## src/rtl/cache_arbiter_types.sv

```systemverilog
// -----------------------------------------------------------------------------
// cache_arbiter_types
// Shared types and constants for the I/D cache arbiter and its line/burst
// adapter: controller state encoding, requester select, and beat geometry.
// -----------------------------------------------------------------------------
package cache_arbiter_types;

  // Controller states.
  typedef enum logic [1:0] {
    IDLE = 2'd0,
    BUSY = 2'd1,
    DONE = 2'd2
  } arb_state_t;

  // Which cache owns (or last owned) the memory port.
  typedef enum logic {
    SEL_I = 1'b0,
    SEL_D = 1'b1
  } req_sel_t;

  // Beats per cache line and the width of the beat counter.
  localparam int NBEATS = 4;
  localparam int BEAT_W = $clog2(NBEATS);

  // Byte-offset bits inside a line; forced to zero on the memory address.
  localparam int OFFSET_W = 5;

endpackage

```

## src/rtl/line_burst_adapter.sv

```systemverilog
// -----------------------------------------------------------------------------
// line_burst_adapter
// Converts between a full cache line and a sequence of NBEATS memory beats.
// Holds the line buffer and the beat counter for the transaction in flight.
//
// Ports
//   clk         clock
//   rst         synchronous reset, active low
//   load        start of a transaction: clear beat counter, capture load_line
//   load_line   line to be written (ignored content for reads)
//   active      controller is in the burst phase
//   is_write    current transaction is a write
//   beat_ack    memory acknowledged the current beat
//   beat_rdata  read data of the current beat
//   beat_wdata  write data for the current beat (slice of the buffered line)
//   last_beat   acknowledged beat is the final one of the line
//   line_next   buffered line with the current read beat merged in
// -----------------------------------------------------------------------------
module line_burst_adapter
  import cache_arbiter_types::*;
#(
  parameter int LINE_W  = 256,
  parameter int BURST_W = 64
) (
  input  logic               clk,
  input  logic               rst,
  input  logic               load,
  input  logic [LINE_W-1:0]  load_line,
  input  logic               active,
  input  logic               is_write,
  input  logic               beat_ack,
  input  logic [BURST_W-1:0] beat_rdata,
  output logic [BURST_W-1:0] beat_wdata,
  output logic               last_beat,
  output logic [LINE_W-1:0]  line_next
);

  logic [BEAT_W-1:0] beat_q;
  logic [LINE_W-1:0] line_q;

  // NOTE: sequential state is assigned with non-blocking (<=) so every
  // register samples its inputs as they were before this clock edge.
  // NOTE: the line buffer is an ordinary register, not a RAM, so it is cleared
  // on reset like the rest of the state; nothing stale survives a reset.
  always_ff @(posedge clk) begin
    if (!rst) begin
      beat_q <= '0;
      line_q <= '0;
    end else if (load) begin
      beat_q <= '0;
      line_q <= load_line;
    end else if (active && beat_ack) begin
      beat_q <= beat_q + BEAT_W'(1);
      if (!is_write) begin
        line_q <= line_next;
      end
    end
  end

  // NOTE: the combinational output gets a full default first so no path
  // leaves it unassigned, which would otherwise infer a latch.
  always_comb begin
    line_next = line_q;
    line_next[beat_q*BURST_W +: BURST_W] = beat_rdata;
  end

  assign beat_wdata = line_q[beat_q*BURST_W +: BURST_W];
  assign last_beat  = active && beat_ack && (beat_q == BEAT_W'(NBEATS - 1));

endmodule

```

## src/rtl/cache_arbiter.sv

```systemverilog
// -----------------------------------------------------------------------------
// cache_arbiter
// Shares one burst-oriented memory port between an I-cache and a D-cache.
// One line transaction at a time; ties are broken round-robin, with D winning
// the first tie after reset.
//
// Ports
//   clk, rst                       clock, synchronous active-low reset
//   i_read/i_write/i_addr/i_wdata  I-cache line request
//   i_rdata/i_resp                 I-cache read line / completion pulse
//   d_*                            same set for the D-cache
//   pmem_read/pmem_write           memory command, held for the whole burst
//   pmem_address                   line-aligned memory address
//   pmem_wdata/pmem_rdata          beat data to/from memory
//   pmem_resp                      per-beat acknowledge from memory
// -----------------------------------------------------------------------------
module cache_arbiter
  import cache_arbiter_types::*;
#(
  parameter int LINE_W  = 256,
  parameter int BURST_W = 64
) (
  input  logic               clk,
  input  logic               rst,
  input  logic               i_read,
  input  logic               i_write,
  input  logic [31:0]        i_addr,
  input  logic [LINE_W-1:0]  i_wdata,
  output logic [LINE_W-1:0]  i_rdata,
  output logic               i_resp,
  input  logic               d_read,
  input  logic               d_write,
  input  logic [31:0]        d_addr,
  input  logic [LINE_W-1:0]  d_wdata,
  output logic [LINE_W-1:0]  d_rdata,
  output logic               d_resp,
  output logic               pmem_read,
  output logic               pmem_write,
  output logic [31:0]        pmem_address,
  output logic [BURST_W-1:0] pmem_wdata,
  input  logic [BURST_W-1:0] pmem_rdata,
  input  logic               pmem_resp
);

  arb_state_t state_q, state_d;
  req_sel_t   winner_q, last_q, grant;
  logic       write_q;
  logic [31:OFFSET_W] line_addr_q;
  logic [LINE_W-1:0]  i_rdata_q, d_rdata_q;

  logic               i_req, d_req, start, busy, last_beat;
  logic [LINE_W-1:0]  grant_wdata, line_next;
  logic [BURST_W-1:0] beat_wdata;

  assign i_req = i_read | i_write;
  assign d_req = d_read | d_write;
  assign start = (state_q == IDLE) && (i_req || d_req);
  assign busy  = (state_q == BUSY);

  // On a tie, grant whichever cache did not get the previous grant.
  always_comb begin
    grant = SEL_I;
    if (i_req && d_req) begin
      grant = (last_q == SEL_I) ? SEL_D : SEL_I;
    end else if (d_req) begin
      grant = SEL_D;
    end
  end

  assign grant_wdata = (grant == SEL_D) ? d_wdata : i_wdata;

  line_burst_adapter #(
    .LINE_W  (LINE_W),
    .BURST_W (BURST_W)
  ) u_adapter (
    .clk        (clk),
    .rst        (rst),
    .load       (start),
    .load_line  (grant_wdata),
    .active     (busy),
    .is_write   (write_q),
    .beat_ack   (pmem_resp),
    .beat_rdata (pmem_rdata),
    .beat_wdata (beat_wdata),
    .last_beat  (last_beat),
    .line_next  (line_next)
  );

  // State register.
  always_ff @(posedge clk) begin
    if (!rst) state_q <= IDLE;
    else      state_q <= state_d;
  end

  // Next-state logic. Requests arriving in DONE are not looked at.
  always_comb begin
    state_d = state_q;
    unique case (state_q)
      IDLE:    if (i_req || d_req) state_d = BUSY;
      BUSY:    if (last_beat)      state_d = DONE;
      DONE:                        state_d = IDLE;
      default:                     state_d = IDLE;
    endcase
  end

  // Transaction context and returned lines. A cache asserting both read and
  // write is treated as writing.
  always_ff @(posedge clk) begin
    if (!rst) begin
      winner_q    <= SEL_I;
      last_q      <= SEL_I;
      write_q     <= 1'b0;
      line_addr_q <= '0;
      i_rdata_q   <= '0;
      d_rdata_q   <= '0;
    end else begin
      if (start) begin
        winner_q    <= grant;
        last_q      <= grant;
        write_q     <= (grant == SEL_D) ? d_write : i_write;
        line_addr_q <= (grant == SEL_D) ? d_addr[31:OFFSET_W] : i_addr[31:OFFSET_W];
      end
      // Capture the final beat together with the line so rdata is valid in DONE.
      if (last_beat && !write_q) begin
        if (winner_q == SEL_D) d_rdata_q <= line_next;
        else                   i_rdata_q <= line_next;
      end
    end
  end

  // Output logic.
  always_comb begin
    pmem_read    = 1'b0;
    pmem_write   = 1'b0;
    pmem_address = '0;
    pmem_wdata   = '0;
    i_resp       = 1'b0;
    d_resp       = 1'b0;
    unique case (state_q)
      BUSY: begin
        pmem_read    = !write_q;
        pmem_write   = write_q;
        pmem_address = {line_addr_q, {OFFSET_W{1'b0}}};
        pmem_wdata   = write_q ? beat_wdata : '0;
      end
      DONE: begin
        i_resp = (winner_q == SEL_I);
        d_resp = (winner_q == SEL_D);
      end
      default: ;
    endcase
  end

  assign i_rdata = i_rdata_q;
  assign d_rdata = d_rdata_q;

endmodule

```

## config.mk

```make
export PLATFORM = sky130hd
export DESIGN_NAME = cache_arbiter
export DESIGN_NICKNAME = d
export VERILOG_FILES = /design/src/rtl/cache_arbiter_types.sv /design/src/rtl/line_burst_adapter.sv /design/src/rtl/cache_arbiter.sv
export SDC_FILE = /design/constraint.sdc
export NUM_CORES = 2
export LEC_CHECK = 0
export ABC_AREA = 1
export ABC_CLOCK_PERIOD_IN_PS = 4050
export CORE_AREA = 4 4 484 486
export DETAILED_ROUTE_END_ITERATION = 10
export DIE_AREA = 0 0 488 490
export PLACE_DENSITY = 0.39
export SLEW_MARGIN = 10
export SYNTH_ARGS = -nofsm -noshare
export SYNTH_HDL_FRONTEND = slang
export SYNTH_SLANG_ARGS = --single-unit
```

## constraint.sdc

```tcl
create_clock -name clk -period 4.05 [get_ports clk]
set_clock_uncertainty 0.05 [all_clocks]
set_input_delay 0.81 -clock clk [delete_from_list [all_inputs] [get_ports clk]]
set_output_delay 0.81 -clock clk [all_outputs]
set_load 0.01 [all_outputs]
```

==> results_dict.tcl <==
set metrics [dict create \
    insertion_delay_ns 0.76 \
    start_util_pct 18.97 \
    yosys_warnings 0 \
    die_area_um2 239100 \
    rsz0062_at_grt "no" \
    hold_viol 0 \
    worstMarginPinSlew_ns 1.228 \
    start_kind "register" \
    cts_setup_buffers 0 \
    endpoint_kind "output pin" \
    clockBufferDepth 3 \
    routed_wl_mm 357.2 \
    min_period_over_period_pct 99.79 \
    yosysUniqueCellTypes 27 \
    critPathCapture "pmem_wdata[44]" \
    p_leak_nw 25.49 \
    numPortBuffers 1243 \
    ys_ff_latch 801 \
    required_ns 3.19 \
    critical_path.max_fanout 38 \
    cts_tree "built" \
    critical_path_class "reg2out" \
    status "complete, no violations" \
    layout_commonest_cell "clkdlybuf4s50_1" \
    ios 1259 \
    grt_pass1_wl_mm 468.0 \
    fin_crit_ns 4.042 \
    r2r_start "u_adapter.beat_q[0]$_SDFFE_PP0P_" \
    clk_pin_slew_ns 0.06 \
    ys_seq_area_share_pct 36.81 \
    powerDensity_nw_per_um2 389.6 \
    syn2layout_area_growth_pct 43.95 \
    finalMaxSlewViolations 0 \
    postCtsHoldBufs 0 \
    fin_tns_setup_ns 0 \
    ir_worst_vdd_v 0.0003020 \
    hpwl_mm 278.3 \
    synth.avg_cell_area_um2 6.407 \
    overflow 0 \
    core_area_um2 229700 \
    grt_pass1_vias 50370 \
    finalSetupViolCount 0 \
    viasPerCell 4.921 \
    grt_max_degree 179 \
    cts_max_level 3 \
    die_h_um 490 \
    placement_rows 176 \
    drc 0 \
    nets 8320 \
    mostFrequentLayoutCells "1202 x clkdlybuf4s50_1, 1091 x nand2_1, 933 x nor2_1" \
    cts.sinks 801 \
    timing.fmax_ghz 0.2474 \
    drv_cap 0 \
    vias 53200 \
    ff2ff_path_depth 13 \
    startpoint "u_adapter.beat_q[0]$_SDFFE_PP0P_" \
    gp_congestion 0.9280 \
    finalPower_mw 24.43 \
    antenna_found_initial 105 \
    grt_use_total_pct 28.45 \
    netlist_instances 6800 \
    hold_class "reg2reg" \
    wire_per_inst_um 33.04 \
    reg2reg_to "u_adapter.line_q[223]$_SDFFE_PN0P_" \
    drt_iter0_markers 5188 \
    numCtsBuffers 105 \
    rrSetupSlack_ns 0.42 \
    clockRootBuffer "clkbuf_16" \
    ant_nets 0 \
    drtPass1Iterations 8 \
    arrival_ns 3.18 \
    netlist_area_um2 43560 \
    die_w_um 488 \
    final_layout_size_suffix_gt1_share_pct 5.433 \
    relSlewSlack_pct 18.08 \
]
[cells in the mapped netlist]
cell type	n	area [um2]
a21oi_1	243	1216
a31oi_1	512	3203
buf_1	33	123.9
buf_2	167	835.8
buf_4	20	150.1
buf_6	27	304.0
clkbuf_1	414	1554
clkinv_1	1	3.750
conb_1	1	3.750
dfxtp_1	801	16040
ha_1	5	62.56
inv_1	627	2354
inv_2	9	33.78
nand2_1	1093	4103
nand2_2	3	18.77
nand2_4	1	11.26
nand3_1	596	2983
nand3_2	1	10.01
nand3b_1	174	1306
nor2_1	937	3517
nor2_2	4	25.02
nor2_4	2	22.52
nor3_1	2	10.01
o21ai_0	828	4144
o21ai_1	271	1356
o21ai_2	1	8.760
o22ai_1	27	168.9
[cell families after synthesis]
logic type,Yosys count,share of synthesized area (%)
fa+ha+maj,5,0.1436
other cells,1,0.008608
buf+inv,1298,12.30
flops,801,36.81
compound gates,1882,23.18
simple gates,2813,27.56
[flip-flops by register name, indices dropped and copies added (netlist names)]
name              count
u_adapter.line_q    256
state_q               2
i_rdata             256
u_adapter.beat_q      2
d_rdata             256
line_addr_q          27
write_q               1
last_q                1
[through the flow]
stage	std cells	setup slack (ns)	area (um2)	hold WS, ns	util [%]
6_report	10810	0.008415	62710	0.4262	27.30
5_1_grt	10790	0.004394	62650	0.4448	27.28
4_1_cts	10780	0.006220	62610	0.4129	27.26
3_5_place_dp	10590	0.5269	58930	0.4170	25.66
3_3_place_gp	10590	0.5397	58930	0.4097	25.66
2_1_floorplan	6804	1.603	43580	0.4058	-
[layout make-up]
cell class              count  area [um2]
clock buffers             154        3148
clock inverters            34       474.2
inverters                 637        2436
flip-flops and latches    801       16050
fillers                 25660      167000
well taps                3026        3786
diodes                     35       87.58
repair buffers           1418       14440
multi-input cells        4705       22290
[what timing repair did]
action	in CTS	in global routing
gates cloned	1	0
gates resized for setup	14	5
endpoints found under the setup margin	21	5
[per-layer routing]
metal / track usage [%] / wire length (um) / up-vias
met1: 36.09 / 149700 / 26010
met5: 0 / 278 / -
met4: 10.04 / 13730 / 44
met3: 8.215 / 31440 / 445
met2: 45.77 / 162000 / 2384
li1: - / - / 24310
[worst max-delay path, stage by stage (launching register included)]
cell             delay, ns
dfxtp_4               0.43
buf_16                0.25
nor2_1                0.10
nor2_1                0.09
o21ai_0               0.41
a21oi_1               0.30
clkdlybuf4s50_1       0.72
[worst min path at each step]
stage,from,to,depth (start not counted)
after floorplan,line_addr_q[10]$_SDFFE_PN0P_,line_addr_q[10]$_SDFFE_PN0P_,2
after global placement,i_rdata[71]$_SDFFE_PN0P_,i_rdata[71]$_SDFFE_PN0P_,2
after detailed placement,i_rdata[235]$_SDFFE_PN0P_,i_rdata[235]$_SDFFE_PN0P_,2
after CTS,rst,u_adapter.line_q[250]$_SDFFE_PN0P_,3
after global routing,d_rdata[56]$_SDFFE_PN0P_,d_rdata[56]$_SDFFE_PN0P_,2
final,i_rdata[235]$_SDFFE_PN0P_,i_rdata[235]$_SDFFE_PN0P_,2
[power breakdown]
| part | switching [mW] | total [mW] | internal, mW |
|---|---|---|---|
| logic | 3.93 | 5.54 | 1.61 |
| registers | 0.456 | 8.68 | 8.23 |
| clock network | 4.17 | 10.2 | 6.04 |
| total | 8.55 | 24.4 | 15.9 |
(Power assumes the default switching activity.)
